File: src/rtl/wb_stage_pkg.sv
// Shared constants and payload types for the writeback stage.
// FSM state encodings and load funct3 encodings live here so every user agrees on them.
package wb_stage_pkg;

  localparam int unsigned ST_W    = 2;
  localparam int unsigned F3_W    = 3;
  localparam int unsigned ALO_W   = 2;

  localparam logic [ST_W-1:0] ST_IDLE   = 2'd0;
  localparam logic [ST_W-1:0] ST_COMMIT = 2'd1;
  localparam logic [ST_W-1:0] ST_WAIT   = 2'd2;

  localparam logic [F3_W-1:0] F3_LB  = 3'b000;
  localparam logic [F3_W-1:0] F3_LH  = 3'b001;
  localparam logic [F3_W-1:0] F3_LW  = 3'b010;
  localparam logic [F3_W-1:0] F3_LBU = 3'b100;
  localparam logic [F3_W-1:0] F3_LHU = 3'b101;

  // Control captured for a load while its data is outstanding.
  typedef struct packed {
    logic              we;
    logic [F3_W-1:0]   funct3;
    logic [ALO_W-1:0]  addr_lo;
  } ld_ctrl_t;

endpackage

File: src/rtl/wb_load_align.sv
// Combinational load alignment: selects byte/halfword/word from the memory
// word and sign- or zero-extends it to XLEN.
module wb_load_align
  import wb_stage_pkg::*;
#(
  parameter int unsigned XLEN = 32
) (
  input  logic [F3_W-1:0]  funct3,
  input  logic [ALO_W-1:0] addr_lo,
  input  logic [XLEN-1:0]  rdata,
  output logic [XLEN-1:0]  load_value_c
);

  logic [7:0]  byte_sel;
  logic [15:0] half_sel;
  logic [4:0]  byte_shift;

  // Halfwords ignore addr_lo[0]; words ignore addr_lo entirely.
  always_comb begin
    byte_shift = {addr_lo, 3'b000};
    byte_sel   = 8'(rdata >> byte_shift);
    half_sel   = addr_lo[1] ? rdata[31:16] : rdata[15:0];
  end

  always_comb begin
    load_value_c = rdata;
    case (funct3)
      F3_LB:   load_value_c = {{(XLEN-8){byte_sel[7]}}, byte_sel};
      F3_LH:   load_value_c = {{(XLEN-16){half_sel[15]}}, half_sel};
      F3_LBU:  load_value_c = {{(XLEN-8){1'b0}}, byte_sel};
      F3_LHU:  load_value_c = {{(XLEN-16){1'b0}}, half_sel};
      default: load_value_c = rdata;
    endcase
  end

endmodule

File: src/rtl/wb_stage.sv
// Writeback stage: retires ALU results and aligned load data into the register file.
// Optional forwarding outputs are enabled with the WB_BYPASS_EN macro.
module wb_stage
  import wb_stage_pkg::*;
#(
  parameter int unsigned XLEN = 32,
  parameter int unsigned RD_W = 5
) (
  input  logic             clk,
  input  logic             reset,
  input  logic             in_valid,
  output logic             in_ready,
  input  logic             in_we,
  input  logic             in_is_load,
  input  logic [RD_W-1:0]  in_rd,
  input  logic [2:0]       in_funct3,
  input  logic [1:0]       in_addr_lo,
  input  logic [XLEN-1:0]  in_alu_result,
  input  logic             dmem_rvalid,
  input  logic [XLEN-1:0]  dmem_rdata,
  output logic             write_en,
  output logic [RD_W-1:0]  write_addr,
  output logic [XLEN-1:0]  write_value,
  output logic             busy
`ifdef WB_BYPASS_EN
  ,
  output logic             fwd_valid,
  output logic [RD_W-1:0]  fwd_addr,
  output logic [XLEN-1:0]  fwd_value,
  output logic             fwd_pending,
  output logic [RD_W-1:0]  fwd_pending_addr
`endif
);

  logic [ST_W-1:0] state, state_nxt;
  logic            write_en_nxt;
  logic [RD_W-1:0] write_addr_nxt;
  logic [XLEN-1:0] write_value_nxt;
  logic [RD_W-1:0] pend_rd, pend_rd_nxt;
  ld_ctrl_t        pend_ctrl, pend_ctrl_nxt;
  logic            transfer;
  logic [XLEN-1:0] load_value_c;

  wb_load_align #(.XLEN(XLEN)) u_align (
    .funct3       (pend_ctrl.funct3),
    .addr_lo      (pend_ctrl.addr_lo),
    .rdata        (dmem_rdata),
    .load_value_c (load_value_c)
  );

  assign transfer = in_valid && in_ready;

  // Next-state and next-output decode; write_en only fires on the cycle entering COMMIT.
  always_comb begin
    state_nxt       = state;
    write_en_nxt    = 1'b0;
    write_addr_nxt  = write_addr;
    write_value_nxt = write_value;
    pend_rd_nxt     = pend_rd;
    pend_ctrl_nxt   = pend_ctrl;
    case (state)
      ST_IDLE, ST_COMMIT: begin
        state_nxt = ST_IDLE;
        if (transfer) begin
          if (in_is_load) begin
            pend_rd_nxt           = in_rd;
            pend_ctrl_nxt.we      = in_we;
            pend_ctrl_nxt.funct3  = in_funct3;
            pend_ctrl_nxt.addr_lo = in_addr_lo;
            state_nxt             = ST_WAIT;
          end else begin
            write_en_nxt    = in_we && (in_rd != '0);
            write_addr_nxt  = in_rd;
            write_value_nxt = in_alu_result;
            state_nxt       = ST_COMMIT;
          end
        end
      end
      ST_WAIT: begin
        if (dmem_rvalid) begin
          write_en_nxt    = pend_ctrl.we && (pend_rd != '0);
          write_addr_nxt  = pend_rd;
          write_value_nxt = load_value_c;
          state_nxt       = ST_COMMIT;
        end
      end
      default: state_nxt = ST_IDLE;
    endcase
  end

  always_ff @(posedge clk) begin
    if (reset) begin
      state       <= ST_IDLE;
      write_en    <= 1'b0;
      write_addr  <= '0;
      write_value <= '0;
      pend_rd     <= '0;
      pend_ctrl   <= '0;
      in_ready    <= 1'b1;
      busy        <= 1'b0;
    end else begin
      state       <= state_nxt;
      write_en    <= write_en_nxt;
      write_addr  <= write_addr_nxt;
      write_value <= write_value_nxt;
      pend_rd     <= pend_rd_nxt;
      pend_ctrl   <= pend_ctrl_nxt;
      in_ready    <= (state_nxt != ST_WAIT);
      busy        <= (state_nxt == ST_WAIT);
    end
  end

`ifdef WB_BYPASS_EN
  assign fwd_valid        = write_en;
  assign fwd_addr         = write_addr;
  assign fwd_value        = write_value;
  assign fwd_pending_addr = pend_rd;

  // Pending-load hint for the hazard unit: a load that will write a real register.
  always_ff @(posedge clk) begin
    if (reset) begin
      fwd_pending <= 1'b0;
    end else begin
      fwd_pending <= (state_nxt == ST_WAIT) && pend_ctrl_nxt.we && (pend_rd_nxt != '0);
    end
  end
`endif

endmodule

File: config.mk
export PLATFORM = sky130hd
export DESIGN_NAME = wb_stage
export DESIGN_NICKNAME = d
export VERILOG_FILES = /design/src/rtl/wb_stage_pkg.sv /design/src/rtl/wb_load_align.sv /design/src/rtl/wb_stage.sv
export SDC_FILE = /design/constraint.sdc
export NUM_CORES = 1
export LEC_CHECK = 0
export ABC_CLOCK_PERIOD_IN_PS = 1400
export CAP_MARGIN = 25
export CELL_PAD_IN_SITES_DETAIL_PLACEMENT = 1
export CELL_PAD_IN_SITES_GLOBAL_PLACEMENT = 1
export CORE_MARGIN = 3
export CORE_UTILIZATION = 29
export DETAILED_ROUTE_END_ITERATION = 6
export PLACE_DENSITY = 0.79
export SLEW_MARGIN = 25
export SYNTH_ARGS = -nofsm -noshare
export SYNTH_HDL_FRONTEND = slang
export SYNTH_SLANG_ARGS = --single-unit
File: constraint.sdc
create_clock -name clk -period 1.4 [get_ports clk]
set_input_delay 0.21 -clock clk [delete_from_list [all_inputs] [get_ports clk]]
set_output_delay 0.21 -clock clk [all_outputs]
set_load 0.02 [all_outputs]
==> results.txt, run 1 <==
----------------------------------------------------
[Run status]
  Status ... finished with violations
  Violations in the final reports ... setup timing

[STA]
  Slew Viols, Final ... 0
  Fin crit share ... 118%
  Time the worst path needs with I/O delays and setup ... approximately 1.7 ns
  Worst path setup slack after routing ... -0.258 ns
  Endpoints failing hold ... 0
  Setup violation total in the final timing report ... 38
  Actual slew at the worst max-slew pin ... 0.441 ns
  Final worst clock skew ... just over 0.006 ns
  Maximum clock frequency ... roughly 600 MHz
  Worst slew margin relative to its limit ... between 70% and 80%
  RSZ-0062 raised after global routing ... true

[Detailed routing]
  Average vias per placed instance ... around 6
  Routed length on met3 ... 1.09 mm
  First-pass detailed-route iteration total ... 5
  Overall routed net length ... between 15 and 20 mm
  Starting DRC count in detailed routing ... roughly 240
  Highest routing layer actually used ... met4
  Total met2 wirelength after detailed routing ... between 8 and 9 mm
  Detailed-route wire length on metal 1 ... about 6.9 mm
  Routed vias ... between 4000 and 5000
  Wirelength per Cell ... about 25 um
  Antenna-violating nets left ... 0
  Residual DRC ... 0

[Finish]
  Area growth from synthesis to layout ... 82.1%
  Commonest cells after routing, fill and taps aside ... sky130_fd_sc_hd__clkdlybuf4s50_1, sky130_fd_sc_hd__buf_4, sky130_fd_sc_hd__dfxtp_1, sky130_fd_sc_hd__dlygate4sd2_1, sky130_fd_sc_hd__nand2_1
  Fraction of final layout cells sized beyond drive strength 1 ... a little over a third
  # nets final ... 631
  # fillers ... approximately 1200
  Most common cell after layout, fill and taps aside ... sky130_fd_sc_hd__clkdlybuf4s50_1
  Finished Layout Cells ... ~690

[Die]
  Initial Utilization ... between 30 and 40%
  Std cell rows ... 37
  Top Ports ... 120
  Total Die Area ... ~12000 um2
  Floorplan Core Area ... about 11000 um2
  Die Span X ... 111 um
  Chip Height ... between 100 and 150 um

[Clock tree]
  Clock tree from TritonCTS ... yes
  Clock-pin slew of the registers on the worst-case setup and hold paths ... 0.12 ns
  Cell at the root of the clock tree ... sky130_fd_sc_hd__clkbuf_8
  Number of buffers created by CTS ... 5
  CTS Hold Buffers Added ... 0
  Insertion delay to the later sink of the worst-skew pair ... approximately 0.33 ns
  CTS max path bufs ... 2
  H-tree depth reported by CTS ... 2
  Clk sinks ... 53

[Worst setup path]
  Crit. Startpoint ... dmem_rdata[31]
  Required time of the worst setup path ... between 1.5 and 2 ns
  Cell chain of the critical path ... clkdlybuf4s50_1 -> nand2_1 -> a311oi_2 -> o211ai_2 -> buf_6 -> a21oi_2
  Destination of the worst register-to-register timing path ... write_value[11]
  Startpoint type of the worst setup path ... input port
  CP max-delay cell ... sky130_fd_sc_hd__clkdlybuf4s50_1
  Setup slack on the worst flop-to-flop path ... -0.23 ns
  Startpoint of the worst register-to-register path ... state[0]
  Type of destination of the critical path ... flip-flop
  Top fanout value on the critical path ... 13
  Delay of the slowest cell on the worst path ... ~0.61 ns
  Kind of critical path ... in -> reg
  R2r worst-path depth ... 6
  CP arrival ... roughly 1.9 ns

[GRT]
  Residual overflow from global routing ... 0
  Global-route usage over all layers ... between 20 and 25%
  Wire length of the first global-routing pass ... about 25 mm
  Initial antenna violation count ... 1
  Maximum number of pins on one net before global-route repair ... 24
  Number of global-route vias before repair ... around 4300

[Placed design]
  Count of buffers from port buffering ... around 120
  Final GP Congestion ... 0.839
  DP Cell Count ... around 660
  HPWL Detailed ... ~9.5 mm

[Synthesis]
  Count of cell types in the netlist ... between 40 and 50
  Syn nets ... ~450
  Seq/Total Area, Yosys ... about a third
  Mapped Cells ... about 370
  Number of synthesized flops with an enable pin ... 0
  Average footprint of a synthesized cell ... 8.51 um2
  Most used flip-flop cell after synthesis ... sky130_fd_sc_hd__dfxtp_1
  Post-synth design cell area ... between 3000 and 4000 um2
  Number of warnings printed during yosys synthesis ... 0
  Share of flip-flops with an asynchronous set or reset after synthesis ... 0%
  Register bit count reported by yosys ... 53

[Pwr]
  Proportion of power drawn by the clock network ... a little under a quarter
  Switching Share ... a little over a third
  Part of the total power dissipated in sequential elements ... a little under two fifths
  Leakage component of the power ... about 2.5 nW
  Worst vdd rail ir drop ... around 380 uV
  Total power consumption of the routed design ... about 4.5 mW
  Total power per unit cell area ... between 700 and 800 nW/um2
  Combinational share of power ... around two fifths
  Total internal power ... 2.88 mW
  Switching power of the nets ... about 1.7 mW

[Hold path]
  Class of the most critical hold timing path ... in -> reg
  Hold EP ... pend_ctrl[3]
  Hold path cells ... 3
  Min-delay src ... in_funct3[1]

[Flow run]
  Reported max-cap violation count ... 0

----------------------------------------------------
synth_stat cells, types with 3 or more instances:
master	count	area share (%)
sky130_fd_sc_hd__o21ai_0	9	1.4
sky130_fd_sc_hd__buf_2	13	2.0
sky130_fd_sc_hd__a311oi_1	5	1.4
sky130_fd_sc_hd__a32oi_1	6	1.7
sky130_fd_sc_hd__nor2b_1	3	0.59
sky130_fd_sc_hd__buf_4	8	1.9
sky130_fd_sc_hd__o22ai_1	11	2.2
sky130_fd_sc_hd__nor2_1	35	4.1
sky130_fd_sc_hd__nor4bb_1	7	2.2
sky130_fd_sc_hd__clkbuf_1	5	0.59
sky130_fd_sc_hd__a22o_1	8	2.2
sky130_fd_sc_hd__a221oi_1	6	1.7
sky130_fd_sc_hd__mux2i_1	16	5.0
sky130_fd_sc_hd__o221ai_1	7	1.9
sky130_fd_sc_hd__nand2b_1	5	0.98
sky130_fd_sc_hd__buf_6	8	2.8
sky130_fd_sc_hd__a21oi_1	43	6.8
sky130_fd_sc_hd__inv_1	13	1.5
sky130_fd_sc_hd__a31oi_1	8	1.6
sky130_fd_sc_hd__nand2_1	43	5.1
sky130_fd_sc_hd__a221oi_2	10	4.7
sky130_fd_sc_hd__and3_1	7	1.4
sky130_fd_sc_hd__dfxtp_1	53	33
sky130_fd_sc_hd__a2bb2oi_1	13	3.6
registers in the layout, indices dropped and copies added, names as in the netlist:
| register | cells |
|---|---|
| busy | 1 |
| pend_ctrl | 6 |
| write_value | 32 |
| pend_rd | 5 |
| write_en | 1 |
| state | 2 |
| write_addr | 5 |
| in_ready | 1 |
cells by family after synthesis:
group                  count (synthesis)  synth area share, %
AOI/OAI and AO/OA                    140                 33.4
buffers and inverters                 49                 9.23
DFF                                   53                 33.3
muxes                                 16                 5.03
and+or+nand+nor                      116                 19.1
cell type report:
| cell class | count | area, um2 | share of cell area [%] |
|---|---|---|---|
| multi-input cells | 272 | 2260 | 38.9 |
| clock inverters | 3 | 26.3 | 0.453 |
| clock buffers | 5 | 68.8 | 1.19 |
| diodes | 1 | 2.50 | 0.0432 |
| inverters | 14 | 52.6 | 0.906 |
| flip-flops and latches | 53 | 1080 | 18.6 |
| well taps | 136 | 170 | 2.93 |
| repair buffers | 205 | 2140 | 36.9 |
per-stage QoR:
| stage | cell area [um2] | hold slack, ns | util [%] | worst slack (ns) | TNS [ns] |
|---|---|---|---|---|---|
| after CTS | 5510 | 0.407 | 52.4 | -0.155 | -3.24 |
| after global routing | 5800 | 0.435 | 55.2 | -0.291 | -7.40 |
| after detailed placement | 4880 | 0.468 | 46.5 | -0.452 | -15.81 |
| final | 5800 | 0.404 | 55.2 | -0.258 | -5.26 |
| after floorplan | 3190 | 0.346 | - | 0.0327 | 0 |
| after global placement | 4880 | 0.451 | 46.5 | -0.346 | -12.97 |
worst max-delay path by stage:
stage	to	slack (ns)	depth (start not counted)
after floorplan	write_value[10]	0.03	4
after global placement	write_value[27]	-0.35	7
after detailed placement	write_value[21]	-0.45	7
after CTS	write_value[23]	-0.16	5
after global routing	write_value[23]	-0.29	7
final	write_value[19]	-0.26	6
worst max-delay path: cells and delay by family:
family | cells | cell delay, ns
AOI/OAI and AO/OA | 3 | 0.77
and+or+nand+nor | 1 | 0.10
buffers and inverters | 2 | 0.82
timing repair:
item                                    4_1_cts  5_1_grt
buffers inserted                             17        5
resized for setup                           107       66
endpoints found under the setup margin       74       42
endpoints found under the hold margin         0        0
pin swaps                                    16       28
gates cloned                                  6        1
power groups by stage:
stage                     clock [mW]  combinational, mW  sequential, mW
final                           1.02               1.79            1.72
after global routing            1.09               1.86            1.74
after CTS                      0.981               1.59            1.71
after detailed placement           0               1.40            1.74
after global placement             0               1.35            1.74
after floorplan                    0              0.561            1.83
routing by layer:
layer | track usage, % | vias up
li1 | - | 1762
met2 | 41.9 | 214
met1 | 29.2 | 2003
met4 | 12.2 | 0
met5 | 0 | -
met3 | 4.86 | 63
Note: power is estimated with default switching activity, not from simulation.
==> run 2, diff against run 1 <==
--- a/config.mk
+++ b/config.mk
@@ -5,14 +5,15 @@
 export SDC_FILE = /design/constraint.sdc
 export NUM_CORES = 1
 export LEC_CHECK = 0
+export ABC_AREA = 1
 export ABC_CLOCK_PERIOD_IN_PS = 1400
-export CAP_MARGIN = 25
+export CAP_MARGIN = 20
 export CELL_PAD_IN_SITES_DETAIL_PLACEMENT = 1
 export CELL_PAD_IN_SITES_GLOBAL_PLACEMENT = 1
 export CORE_MARGIN = 3
-export CORE_UTILIZATION = 29
+export CORE_UTILIZATION = 26
 export DETAILED_ROUTE_END_ITERATION = 6
-export PLACE_DENSITY = 0.79
+export PLACE_DENSITY = 0.78
 export SLEW_MARGIN = 25
 export SYNTH_ARGS = -nofsm -noshare
 export SYNTH_HDL_FRONTEND = slang
==> run 2 against run 1 <==
  * The run still ends with setup timing left
  * Clock skew shrank 0.0023 ns
  * Area after synthesis fell by 6.5%
  * Worst setup slack improved by 0.24 ns
  * Clock-buffer cell count rose by 1
  * Clock power increased by 44%
  * Fmax increased by 17%
  * Core utilization down 11 points
  * Global-route usage is 7.0 points lower
  * Power rose by 3.4%
  * Highest routed layer unchanged
==> results.txt, run 2 <==
----------------------------------------------------
[Hold path]
  Class of the most critical hold timing path ... in -> reg

[Finish]
  Commonest cells after routing, fill and taps aside ... sky130_fd_sc_hd__nand2_1, sky130_fd_sc_hd__a21oi_1, sky130_fd_sc_hd__clkdlybuf4s50_1, sky130_fd_sc_hd__dfxtp_1, sky130_fd_sc_hd__nor2_1
  # fillers ... 1436 (+23%)
  Finished Layout Cells ... 743 (+7.8%)
  Most common cell after layout, fill and taps aside ... sky130_fd_sc_hd__nand2_1
  Biggest registers after layout ... write_value x32, pend_ctrl x6
  # nets final ... 682 (+8.1%)
  Area growth from synthesis to layout ... 63.6%
  Antenna diode count ... 0 (-1)
  Fraction of final layout cells sized beyond drive strength 1 ... 17.9% (-18 points)
  Number of flip-flops under the largest register name ... 32 (unchanged)
  Most flops, register ... write_value

[Worst setup path]
  Type of destination of the critical path ... flip-flop
  Startpoint type of the worst setup path ... flip-flop
  Top fanout value on the critical path ... 7 (-6)
  Kind of critical path ... reg -> reg
  CP arrival ... 1.60 ns (-0.31 ns)
  Required time of the worst setup path ... 1.58 ns (-0.07 ns)

[Die]
  Initial Utilization ... 27.0% (-3.3 points)
  Std cell rows ... 38 (+2.7%)
  Chip Height ... 113 um (+2.0%)
  Floorplan Core Area ... 11000 um2 (+5.0%)
  Top Ports ... 120 (unchanged)
  Die Span X ... 113 um (+2.0%)
  Total Die Area ... 12800 um2 (+4.1%)

[GRT]
  Wire length of the first global-routing pass ... 18.1 mm (-26%)
  Residual overflow from global routing ... 0 (unchanged)
  Number of global-route vias before repair ... 3720 (-14%)
  Maximum number of pins on one net before global-route repair ... 42 (+75%)
  Initial antenna violation count ... 0 (-1)
  Global-route usage over all layers ... 17.5% (-7.0 points)

[Detailed routing]
  Overall routed net length ... 12.5 mm (-28%)
  Residual DRC ... 0 (unchanged)
  Antenna-violating nets left ... 0 (unchanged)
  Routed vias ... 3681 (-8.9%)
  Wirelength per Cell ... 16.8 um (-33%)
  First-pass detailed-route iteration total ... 4 (-1)
  Average vias per placed instance ... 4.95 (-16%)
  Starting DRC count in detailed routing ... 145 (-39%)

[STA]
  Final worst clock skew ... 0.00373 ns (-0.00234 ns)
  Worst hold margin ... 0.415 ns (+0.0107 ns)
  Worst slew margin relative to its limit ... 80.5% (+10 points)
  Maximum clock frequency ... 705 MHz (+17%)
  Fin crit share ... 101% (-17 points)
  Setup violation total in the final timing report ... 1 (-97%)
  Endpoints failing hold ... 0 (unchanged)
  Setup total negative slack ... -0.0187 ns (+5.24 ns)
  Slew Viols, Final ... 0 (unchanged)
  Worst path setup slack after routing ... -0.0187 ns (+0.239 ns)
  Actual slew at the worst max-slew pin ... 0.290 ns (-0.151 ns)
  Time the worst path needs with I/O delays and setup ... 1.42 ns (-0.239 ns)
  RSZ-0062 raised after global routing ... true

[Synthesis]
  Post-synth design cell area ... 2980 um2 (-6.5%)
  Register bit count reported by yosys ... 53 (unchanged)
  Cell type with the largest total area after synthesis ... sky130_fd_sc_hd__dfxtp_1
  Seq/Total Area, Yosys ... 35.6% (+2.3 points)
  Top cells by instance count after synthesis ... sky130_fd_sc_hd__nand2_1, sky130_fd_sc_hd__a21oi_1, sky130_fd_sc_hd__dfxtp_1
  Area share of the largest cell type after synthesis ... 35.6% (+2.3 points)
  Average footprint of a synthesized cell ... 6.36 um2 (-25%)
  Number of warnings printed during yosys synthesis ... 0 (unchanged)
  Syn nets ... 548 (+21%)
  Top cells by area in the synthesized netlist ... sky130_fd_sc_hd__dfxtp_1, sky130_fd_sc_hd__a21oi_1, sky130_fd_sc_hd__nand2_1, sky130_fd_sc_hd__nor2_1, sky130_fd_sc_hd__o21ai_0
  Mapped Cells ... 468 (+25%)
  Cell with the most instances after synthesis ... sky130_fd_sc_hd__nand2_1
  Share of flip-flops with an asynchronous set or reset after synthesis ... 0% (unchanged)
  Number of synthesized flops with an enable pin ... 0 (unchanged)
  Count of cell types in the netlist ... 27 (-45%)
  Most used flip-flop cell after synthesis ... sky130_fd_sc_hd__dfxtp_1

[Clock tree]
  CTS max path bufs ... 2 (unchanged)
  CTS Hold Buffers Added ... 0 (unchanged)
  Clk sinks ... 53 (unchanged)
  Clock tree from TritonCTS ... yes
  Insertion delay to the later sink of the worst-skew pair ... 0.29 ns (-0.04 ns)
  Cell at the root of the clock tree ... sky130_fd_sc_hd__clkbuf_16
  Clock-pin slew of the registers on the worst-case setup and hold paths ... 0.07 ns (-0.05 ns)
  Number of buffers created by CTS ... 5 (unchanged)
  H-tree depth reported by CTS ... 2 (unchanged)

[Placed design]
  Count of buffers from port buffering ... 119 (unchanged)
  Final GP Congestion ... 0.846 (+0.75%)
  Post-Place Setup Slack ... -0.314 ns (+0.138 ns)
  HPWL Detailed ... 8.96 mm (-6.1%)
  DP Cell Count ... 726 (+11%)

[Flow run]
  Reported max-cap violation count ... 0 (unchanged)

[Run status]
  Status ... finished with violations
  Violations in the final reports ... setup timing

[Pwr]
  Worst vdd rail ir drop ... 529 uV (+41%)
  Leakage component of the power ... 2.24 nW (-9.3%)
  Total power per unit cell area ... 962 nW/um2 (+23%)

----------------------------------------------------
## run 2: changes by cell type in the layout (fill, tap and decap cells not counted), moves of 15 or more
| cell | delta |
|---|---|
| sky130_fd_sc_hd__nand2_1 | +68 |
| sky130_fd_sc_hd__a21oi_1 | +45 |
| sky130_fd_sc_hd__nand3_1 | +25 |
| sky130_fd_sc_hd__o21ai_0 | +22 |
| sky130_fd_sc_hd__buf_4 | -20 |
| sky130_fd_sc_hd__buf_6 | -17 |
| sky130_fd_sc_hd__or2_2 | +16 |
| sky130_fd_sc_hd__a221oi_2 | -15 |
## run 2: power by group
part	internal (mW)	switching, mW
registers	1.64	0.0949
logic	0.686	0.794
clock network	0.894	0.578
## run 2: path summary, 6_finish.rpt
kind | startpoint | endpoint | slack (ns) | cells past startpoint
worst min-delay path | dmem_rdata[31] | write_value[31] | 0.41 | 5
worst min register to register | pend_rd[2] | pend_rd[2] | 0.49 | 2
worst max-delay path | state[1] | write_value[18] | -0.02 | 9
worst max register to register | state[1] | write_value[18] | -0.02 | 9
## run 2: layer usage
metal,GRT usage [%],routed length (um),vias up
met5,0,0,-
li1,-,-,1797
met2,31.7,6650,96
met1,20.8,5110,1778
met4,4.33,108,0
met3,4.01,622,10
## run 2: cells by family after synthesis
| family | count (synthesis) | share of synthesized area [%] |
|---|---|---|
| compound gates | 145 | 24.7 |
| buf+inv | 65 | 9.87 |
| flops | 53 | 35.6 |
| simple gates | 205 | 29.8 |
## run 2: worst max-delay path: stages (launching register included)
cell                        delay (ns)
sky130_fd_sc_hd__dfxtp_2          0.34
sky130_fd_sc_hd__inv_2            0.08
sky130_fd_sc_hd__nor2_4           0.05
sky130_fd_sc_hd__inv_4            0.08
sky130_fd_sc_hd__nor2_4           0.04
sky130_fd_sc_hd__nor2_4           0.17
sky130_fd_sc_hd__clkinv_4         0.16
sky130_fd_sc_hd__clkbuf_16        0.21
sky130_fd_sc_hd__o21ai_2          0.13
sky130_fd_sc_hd__a21oi_1          0.06
## run 2: cell type report
cell class / count / area (um2) / area share (%)
inverters: 34 / 144 / 2.95
multi-input cells: 350 / 1740 / 35.6
flip-flops and latches: 53 / 1070 / 21.9
well taps: 140 / 175 / 3.60
repair buffers: 157 / 1570 / 32.2
clock buffers: 6 / 139 / 2.85
clock inverters: 2 / 37.5 / 0.770
repair inverters: 1 / 7.51 / 0.154
## run 2: what timing repair did
action,CTS,global route
setup endpoints to repair,43,34
gates cloned,0,5
pin swaps,0,2
resized for setup,43,48
buffers inserted,2,2
## run 2: per-stage QoR
step | utilization [%] | total power, mW | cell area [um2]
after floorplan | - | 2.46 | 2980
after global placement | 40.5 | 3.13 | 4470
after detailed placement | 40.5 | 3.17 | 4470
after CTS | 41.9 | 4.58 | 4620
after global routing | 44.2 | 4.93 | 4870
final | 44.2 | 4.69 | 4870
